File: src/rtl/vec_alu_pkg.sv
// Shared types and default widths for the multi-cycle vector ALU.
// Op codes 8/9 are only implemented when VEC_ALU_SAT_EN is defined.
package vec_alu_pkg;

  localparam int DEF_ELEM_W    = 8;
  localparam int DEF_NUM_ELEMS = 16;
  localparam int DEF_LANES     = 4;
  localparam int DEF_TAG_W     = 5;

  typedef enum logic [3:0] {
    OP_ADD    = 4'd0,
    OP_SUB    = 4'd1,
    OP_AND    = 4'd2,
    OP_OR     = 4'd3,
    OP_XOR    = 4'd4,
    OP_SHL    = 4'd5,
    OP_SHR    = 4'd6,
    OP_PASSA  = 4'd7,
    OP_SATADD = 4'd8,
    OP_SATSUB = 4'd9
  } op_e;

  typedef enum logic [1:0] {
    IDLE = 2'd0,
    EXEC = 2'd1,
    DONE = 2'd2
  } state_e;

endpackage

File: src/rtl/vec_lane_alu.sv
// Single-element combinational ALU; lanes never share carries or shifts.
// Saturating ops exist only when VEC_ALU_SAT_EN is defined.
module vec_lane_alu
  import vec_alu_pkg::*;
#(
  parameter int ELEM_W = DEF_ELEM_W
) (
  input  logic [3:0]        op,
  input  logic [ELEM_W-1:0] a,
  input  logic [ELEM_W-1:0] b,
  output logic [ELEM_W-1:0] y
);

  logic [ELEM_W-1:0] shamt;
  assign shamt = ELEM_W'(b % ELEM_W);

`ifdef VEC_ALU_SAT_EN
  function automatic logic [ELEM_W-1:0] sat_add(input logic [ELEM_W-1:0] x,
                                                input logic [ELEM_W-1:0] z);
    logic [ELEM_W:0] sum;
    sum = {1'b0, x} + {1'b0, z};
    return sum[ELEM_W] ? '1 : sum[ELEM_W-1:0];
  endfunction

  function automatic logic [ELEM_W-1:0] sat_sub(input logic [ELEM_W-1:0] x,
                                                input logic [ELEM_W-1:0] z);
    return (x < z) ? '0 : x - z;
  endfunction
`endif

  always_comb begin
    y = '0;
    case (op)
      OP_ADD:    y = a + b;
      OP_SUB:    y = a - b;
      OP_AND:    y = a & b;
      OP_OR:     y = a | b;
      OP_XOR:    y = a ^ b;
      OP_SHL:    y = a << shamt;
      OP_SHR:    y = a >> shamt;
      OP_PASSA:  y = a;
`ifdef VEC_ALU_SAT_EN
      OP_SATADD: y = sat_add(a, b);
      OP_SATSUB: y = sat_sub(a, b);
`endif
      default:   y = '0;
    endcase
  end

endmodule

File: src/rtl/vec_alu_seq.sv
// Multi-cycle vector ALU: LANES elements per EXEC cycle, result held in DONE.
// Optional saturating ops are enabled with VEC_ALU_SAT_EN.
module vec_alu_seq
  import vec_alu_pkg::*;
#(
  parameter int ELEM_W    = DEF_ELEM_W,
  parameter int NUM_ELEMS = DEF_NUM_ELEMS,
  parameter int LANES     = DEF_LANES,
  parameter int TAG_W     = DEF_TAG_W
) (
  input  logic                        clk,
  input  logic                        reset,
  input  logic                        flush,
  input  logic                        in_valid,
  output logic                        in_ready,
  input  logic [3:0]                  op,
  input  logic [NUM_ELEMS*ELEM_W-1:0] srcA,
  input  logic [NUM_ELEMS*ELEM_W-1:0] srcB,
  input  logic [TAG_W-1:0]            rd_in,
  output logic                        out_valid,
  input  logic                        out_ready,
  output logic [NUM_ELEMS*ELEM_W-1:0] result,
  output logic [TAG_W-1:0]            rd_out
);

  localparam int VEC_W      = NUM_ELEMS * ELEM_W;
  localparam int CHUNK_W    = LANES * ELEM_W;
  localparam int NUM_CHUNKS = NUM_ELEMS / LANES;
  localparam int CNT_W      = (NUM_CHUNKS > 1) ? $clog2(NUM_CHUNKS) : 1;

  state_e             state;
  logic [CNT_W-1:0]   cnt;
  logic [VEC_W-1:0]   a_q;
  logic [VEC_W-1:0]   b_q;
  logic [3:0]         op_q;
  logic [CHUNK_W-1:0] lane_y;
  logic               last_chunk;

  assign last_chunk = (cnt == CNT_W'(NUM_CHUNKS - 1));

  for (genvar l = 0; l < LANES; l++) begin : g_lane
    logic [ELEM_W-1:0] lane_a;
    logic [ELEM_W-1:0] lane_b;
    assign lane_a = a_q[(int'(cnt) * LANES + l) * ELEM_W +: ELEM_W];
    assign lane_b = b_q[(int'(cnt) * LANES + l) * ELEM_W +: ELEM_W];
    vec_lane_alu #(.ELEM_W(ELEM_W)) u_lane (
      .op (op_q),
      .a  (lane_a),
      .b  (lane_b),
      .y  (lane_y[l*ELEM_W +: ELEM_W])
    );
  end

  // Control and output registers; flush outranks acceptance and completion
  always_ff @(posedge clk) begin
    if (!reset) begin
      state     <= IDLE;
      cnt       <= '0;
      out_valid <= 1'b0;
      in_ready  <= 1'b1;
      result    <= '0;
      rd_out    <= '0;
    end else if (flush) begin
      state     <= IDLE;
      cnt       <= '0;
      out_valid <= 1'b0;
      in_ready  <= 1'b1;
    end else begin
      case (state)
        IDLE: begin
          if (in_valid) begin
            a_q      <= srcA;
            b_q      <= srcB;
            op_q     <= op;
            rd_out   <= rd_in;
            cnt      <= '0;
            in_ready <= 1'b0;
            state    <= EXEC;
          end
        end
        EXEC: begin
          result[int'(cnt) * CHUNK_W +: CHUNK_W] <= lane_y;
          if (last_chunk) begin
            cnt       <= '0;
            out_valid <= 1'b1;
            state     <= DONE;
          end else begin
            cnt <= cnt + CNT_W'(1);
          end
        end
        DONE: begin
          if (out_ready) begin
            out_valid <= 1'b0;
            in_ready  <= 1'b1;
            state     <= IDLE;
          end
        end
        default: begin
          state     <= IDLE;
          out_valid <= 1'b0;
          in_ready  <= 1'b1;
        end
      endcase
    end
  end

endmodule
File: config.mk
export PLATFORM = sky130hd
export DESIGN_NAME = vec_alu_seq
export DESIGN_NICKNAME = d
export VERILOG_FILES = /design/src/rtl/vec_alu_pkg.sv /design/src/rtl/vec_lane_alu.sv /design/src/rtl/vec_alu_seq.sv
export SDC_FILE = /design/constraint.sdc
export NUM_CORES = 1
export LEC_CHECK = 0
export CORE_ASPECT_RATIO = 0.9
export CORE_MARGIN = 2
export CORE_UTILIZATION = 48
export DETAILED_ROUTE_END_ITERATION = 12
export PLACE_DENSITY = 0.78
export SYNTH_ARGS = -nofsm -noshare
export SYNTH_HDL_FRONTEND = slang
export SYNTH_HIERARCHICAL = 1
export SYNTH_SLANG_ARGS = --single-unit
File: constraint.sdc
create_clock -name clk -period 8.2 [get_ports clk]
set_input_delay 1.23 -clock clk [delete_from_list [all_inputs] [get_ports clk]]
set_output_delay 1.23 -clock clk [all_outputs]
set_load 0.03 [all_outputs]
==> results of run 1 <==
==> final timing paths <==
check	start	endpoint	slack, ns	depth (start not counted)
hold / removal	result[30]$_SDFFE_PN0P_	result[30]$_SDFFE_PN0P_	0.45	2
setup reg to reg	cnt[0]$_SDFFE_PP0P_	result[102]$_SDFFE_PN0P_	3.24	13
hold reg to reg	result[30]$_SDFFE_PN0P_	result[30]$_SDFFE_PN0P_	0.45	2
setup / recovery	cnt[0]$_SDFFE_PP0P_	result[102]$_SDFFE_PN0P_	3.24	13
==> through the flow <==
stage | setup WS [ns] | util [%]
2_1_floorplan | 2.83 | -
3_3_place_gp | 3.33 | 58.6
3_5_place_dp | 3.29 | 58.6
4_1_cts | 3.26 | 61.7
5_1_grt | 2.83 | 61.7
6_report | 3.24 | 61.7
==> cells in the final DEF (no fill, tap or decap), drive strengths merged, types with 6 or more instances in the layout <==
cell type,netlist,layout
nand2,214,214
a21oi,56,56
clkdlybuf4s50,0,403
a211o,9,9
a22oi,29,29
o22ai,105,105
inv,73,76
and4bb,6,6
o21ai,41,41
and2,7,7
edfxtp,260,260
buf,77,20
a31oi,15,15
nand3b,6,6
a211oi,15,15
nand4,6,6
clkbuf,42,68
o21a,12,12
nand3,50,50
nor2,68,68
nand2b,8,8
nor2b,20,20
xor2,6,6
dfxtp,139,139
mux2i,20,20
xnor2,36,36
a21boi,33,33
mux2,9,9
mux4,99,99
a221oi,6,6
o31ai,6,6
ha,106,106
o211ai,19,19
nor3,21,21
o2111ai,6,6
and3,8,8
==> power breakdown <==
part	switching (mW)	internal [mW]	total, mW
registers	0.0152	2.19	2.20
logic	0.252	0.252	0.503
clock network	0.753	1.08	1.84
==> registers in the layout (all words and copies together), names as in the netlist <==
signal	cells
a_q	128
b_q	128
cnt	2
in_ready	1
op_q	4
out_valid	1
rd_out	5
result	128
state	2
==> area by class of cell <==
type	count	area [sq um]
inverter	75	282
timing repair buffer	423	4200
clock inverter	6	36.3
tap	555	694
multi-input combinational	1121	9360
sequential	399	10600
clock buffer	68	1300
fill	3370	16400
antenna	2	5.00
==> worst max-delay path: stages, from the launching register on <==
cell and delay, ns:
dfxtp_4 0.62, buf_4 0.56, mux4_2 0.84, inv_1 0.23, ha_1 0.25, mux2_2 0.29
fa_1 0.41, nor2b_1 0.23, o31a_1 0.18, o21a_1 0.15, nor3_1 0.05, o31ai_1 0.57
nand2_1 0.21, o22ai_1 0.20
==> cells by family after synthesis <==
logic type	share of synthesized area, %
AND/OR/NAND/NOR	10.8
AO/OA/AOI/OAI	13.1
flip-flops	51.0
XOR/XNOR	1.77
adder cells (fa/ha/maj)	6.77
multiplexers	12.4
buffers and inverters	4.27
==> layer usage <==
layer	up-vias	wire length, microns	global-route usage, %	share of wire [%]
met3	105	5110	5.71	8.7
met2	738	27700	41.3	47
met4	2	1550	8.62	2.6
met1	7856	24500	34.8	42
met5	-	12	0	0.020
li1	7229	-	-	-
==> summary.txt, run 1 <==
STA
  – Final min period: slightly below 5 ns
  – Final setup fails: 0
  – Max Slew Vio Count: 0
  – Setup TNS: 0 ns
  – FMAX: around 0.20 GHz
  – RSZ-0062 raised after global routing: false
  – Min Hold Slack: between 0.4 and 0.5 ns
  – Max_slew headroom: between 20% and 30%
  – Worst Tran Pin Value: around 1.1 ns
  – Setup Skew: ~0.019 ns
  – Final Cycle Share: between 60% and 70%
  – Final Hold Fails: 0

Floorplanning
  – Die area: between 40000 and 50000 sq um
  – Die height: around 200 microns
  – Row count: 72
  – Core ar.: around 43000 sq um
  – Die width: ~220 microns
  – Starting Density: about 48%
  – Ports: a little over 400

Layout
  – Layout net count: 2441
  – Share of layout cells above drive strength 1: 10.2%
  – Finished Layout Cells: between 2000 and 3000
  – Final non-filler cell area: 26500 sq um
  – Area delta synth->final: 27.4%

Logic synthesis
  – Most common library cells after synthesis: 260 x edfxtp_1, 214 x nand2_1, 139 x dfxtp_1, 106 x ha_1, 105 x o22ai_1
  – Top-area cell type share of the netlist area: a little under two fifths
  – Seq/Total Area, Yosys: about 51%
  – Yosys cell types: a little over 80
  – Ys flop type: edfxtp_1
  – Post-synthesis average cell area: roughly 12 sq um
  – Most frequent cell after synthesis: edfxtp_1
  – Cell count after synthesis: 1714
  – Post-synth EDFFs: 260
  – Synth async-reset ratio: 0%
  – Post-synth top area cell: edfxtp_1
  – Yosys warning total: 6
  – Top cells by area, synth: edfxtp_1 38%, dfxtp_1 13%, mux4_2 9.5%, ha_1 6.4%, nand2_1 3.9%
  – Seq cells post-synth: ~400
  – Post-Syn Nets: about 2100
  – Post-Synthesis Cell Area: 20800 sq um

Clock network
  – Sinks on Clock Net: approximately 400
  – Root buf cell: clkbuf_16
  – # resized after CTS: 0
  – Reg clk slew, reported paths: 0.06 ns
  – Num CTS Buffers: 41
  – Maximum root-to-sink buffer count: 3
  – Skew-Pair Late Insertion Delay: 0.56 ns
  – CTS tree: built
  – CTS HTree Levels: 2
  – Hold buffer count at CTS: 0
  – Postcts setup bufs: 0

Power and ir drop
  – Pwr Density: approximately 170 nW/um^2
  – Total power draw: between 4 and 5 mW
  – Lkg Pwr: a little over 9 nW
  – Max IR drop VDD: between 0.15 and 0.2 mV

Route
  – WL final: 58800 microns
  – Iter 0 DRT Violations: approximately 1600
  – Post-route DRC: 0
  – DR WL/cell: 22.2 microns
  – Via count: 15930
  – Pre-antenna DRT Iters: 5
  – Routed Antenna Nets: 0
  – Via/cell ratio: 6.01

Outcome
  – Status: completed

GRT
  – Vias in the first global route: roughly 16000
  – Initial antenna violation count: 3
  – Total track usage: between 20% and 30%
  – Largest net degree at the start of global routing: 180
  – Global-route wire length before repair: around 90000 microns
  – Gr ovfl total: 0

Worst setup path
  – Worst-path fanout max: 29
  – Crit end category: flop
  – CP arrival: around 5.4 ns
  – Worst path required time: slightly below 9 ns
  – Crit path launch type: flop
  – CP Class: reg -> reg

Placement
  – Placement Cell Area: ~25000 sq um
  – Post-detail-place hpwl: approximately 42000 microns
  – I/O Buffers: 404
  – Final GP Congestion: between 0.9 and 1
  – Inst Count DP: around 2600

Run
  – MaxCap Viol Count: 0

Hold path
  – Tightest Hold Check Type: reg -> reg
No activity file was read; power rests on OpenSTA's default activity.
==> inputs of run 2 (changes only) <==
==> constraint.sdc (replaced) <==
create_clock -name clk -period 4.42 [get_ports clk]
set_input_delay 0.663 -clock clk [delete_from_list [all_inputs] [get_ports clk]]
set_output_delay 0.663 -clock clk [all_outputs]
set_load 0.03 [all_outputs]
==> run 2 against run 1 <==
Global-route usage is 0.85 points higher. Highest routed layer unchanged. Setup slack worse by 2.9 ns. Critical path type unchanged. Hold slack worse by 0.0012 ns. Sequential power is 86% higher. Maximum frequency is 21% higher. Combinational power is 90% higher. Clock-buffer cell count is 13 lower. Flip-flop and latch count stayed put. Largest cell class unchanged. Die area stayed put.
==> summary.txt, run 2 (same netlist as run 1, synthesis figures left out) <==
GRT
  – Gr ovfl total: 0 (unchanged)
  – Total track usage: 26.6% (+0.85 points)
  – Global-route wire length before repair: 92500 microns (+3.1%)
  – Vias in the first global route: 15850 (+2.3%)
  – Largest net degree at the start of global routing: 108 (-40%)
  – Initial antenna violation count: 3 (unchanged)

Clock network
  – Postcts setup bufs: 0 (unchanged)
  – Reg clk slew, reported paths: 0.07 ns (about the same)
  – Sinks on Clock Net: 399 (unchanged)
  – Num CTS Buffers: 41 (unchanged)
  – # resized after CTS: 0 (unchanged)
  – Skew-Pair Late Insertion Delay: 0.55 ns (about the same)
  – CTS HTree Levels: 2 (unchanged)
  – Root buf cell: clkbuf_16
  – CTS tree: built
  – Hold buffer count at CTS: 0 (unchanged)
  – Maximum root-to-sink buffer count: 3 (unchanged)

STA
  – Setup TNS: 0 ns (unchanged)
  – Final setup fails: 0 (unchanged)
  – Final min period: 4.10 ns (-0.853 ns)
  – Max_slew headroom: 33.7% (+4.9 points)
  – Setup Skew: 0.0214 ns (+0.00222 ns)
  – Final Hold Fails: 0 (unchanged)
  – FMAX: 0.244 GHz (+21%)
  – RSZ-0062 raised after global routing: false
  – Final setup margin: 0.316 ns (-2.93 ns)
  – Worst Tran Pin Value: 0.995 ns (-0.0739 ns)
  – Max Slew Vio Count: 0 (unchanged)
  – Final Cycle Share: 92.8% (+32 points)

Worst setup path
  – Worst path required time: 4.88 ns (-3.77 ns)
  – Worst-path fanout max: 28 (-3.4%)
  – Reg-to-Reg Start: cnt[0]$_SDFFE_PP0P_
  – CP Class: reg -> reg
  – Worst Setup SP: cnt[0]$_SDFFE_PP0P_
  – Worst r2r path cells: 13 (unchanged)
  – Crit end category: flop
  – Crit path launch type: flop
  – CP arrival: 4.56 ns (-0.85 ns)

Floorplanning
  – Ports: 405 (unchanged)
  – Core ar.: 42900 sq um (unchanged)
  – Starting Density: 48.5% (unchanged)
  – Die area: 45000 sq um (unchanged)
  – Die height: 201 microns (unchanged)
  – Row count: 72 (unchanged)
  – Die width: 223 microns (unchanged)

Placement
  – Post-detail-place hpwl: 44200 microns (+5.4%)
  – Dpl ws: 0.357 ns (-2.94 ns)
  – I/O Buffers: 404 (unchanged)
  – Final GP Congestion: 0.980 (+4.1%)
  – Placement Cell Area: 25500 sq um (+1.5%)

Route
  – Via count: 16097 (+1.0%)
  – DR WL/cell: 22.6 microns (+1.8%)
  – Pre-antenna DRT Iters: 5 (unchanged)
  – Routed Antenna Nets: 0 (unchanged)
  – Post-route DRC: 0 (unchanged)
  – Via/cell ratio: 5.99 (-0.45%)
  – Iter 0 DRT Violations: 1405 (-9.9%)
  – WL final: 60800 microns (+3.4%)

Hold path
  – Tightest Hold Check Type: reg -> reg
  – Hold_sp: result[30]$_SDFFE_PN0P_
  – Min-Delay Path Depth: 2 (unchanged)

Layout
  – Final non-filler cell area: 26800 sq um (+1.2%)
  – Layout net count: 2485 (+1.8%)
  – Area delta synth->final: 28.9%
  – Final Util: 62.5% (+0.73 points)
  – Most frequent cells in the layout: 403 x clkdlybuf4s50_1, 260 x edfxtp_1, 214 x nand2_1, 137 x dfxtp_1, 106 x ha_1
  – Largest regs: a_q x128, b_q x128, result x128
  – Commonest non-fill, non-tap cell in the layout: clkdlybuf4s50_1
  – Share of layout cells above drive strength 1: 12.0% (+1.8 points)

Power and ir drop
  – Max IR drop VDD: 0.258 mV (+58%)
  – Total power draw: 8.40 mW (+85%)
  – Lkg Pwr: 9.42 nW (+2.3%)
  – Pwr Density: 314 nW/um^2 (+83%)

Outcome
  – Status: completed

Run
  – MaxCap Viol Count: 0 (unchanged)
## run 2: cell count changes in the layout (fill, tap and decap cells not counted), sizes merged
cell / delta
clkbuf: -13
buf: +44
inv: -3
bufinv: +2
clkinv: +10
## run 2: through the flow
stage                     instances  hold WS (ns)
after global placement         2617         0.442
after detailed placement       2617         0.447
after global routing           2688         0.474
after floorplan                1714         0.575
final                          2689         0.454
after CTS                      2687         0.453
## run 2: area by class of cell
class                           instances  area [sq um]
Clock inverter                         15           124
Fill cell                            3324         16100
Inverter                               75           282
Timing Repair Buffer                  467          4560
Tap cell                              555           694
Sequential cell                       399         10600
Multi-Input combinational cell       1121          9360
Clock buffer                           55          1160
Antenna cell                            2          5.00
## run 2: routing by layer
metal	part of all wire (%)	track usage [%]	wire [microns]	up-vias
met1	44	37.9	26500	7924
met2	46	42.1	28100	777
met3	7.8	4.38	4720	97
met5	0.020	0	12	-
li1	-	-	-	7297
met4	2.6	7.90	1550	2
## run 2: worst paths after layout
path                                           endpoint  slack, ns
worst max-delay path            result[78]$_SDFFE_PN0P_       0.32
worst min-delay path            result[30]$_SDFFE_PN0P_       0.45
worst max register to register  result[78]$_SDFFE_PN0P_       0.32
worst min register to register  result[30]$_SDFFE_PN0P_       0.45
## run 2: worst max-delay path, stage by stage, from the launching register on
cell	delay [ns]
dfxtp_4	0.75
buf_4	0.29
mux4_2	0.69
nor3_2	0.20
nor2_1	0.09
xnor2_1	0.16
ha_1	0.36
o21a_1	0.21
o31a_1	0.12
o21a_1	0.20
o21a_1	0.17
o31ai_1	0.40
nand2_1	0.16
o22ai_1	0.20
## run 2: power by group
group,switching [mW],total [mW],internal [mW]
sequential,0.0318,4.09,4.06
clock,1.40,3.35,1.95
combinational,0.474,0.958,0.484
total,1.91,8.40,6.49
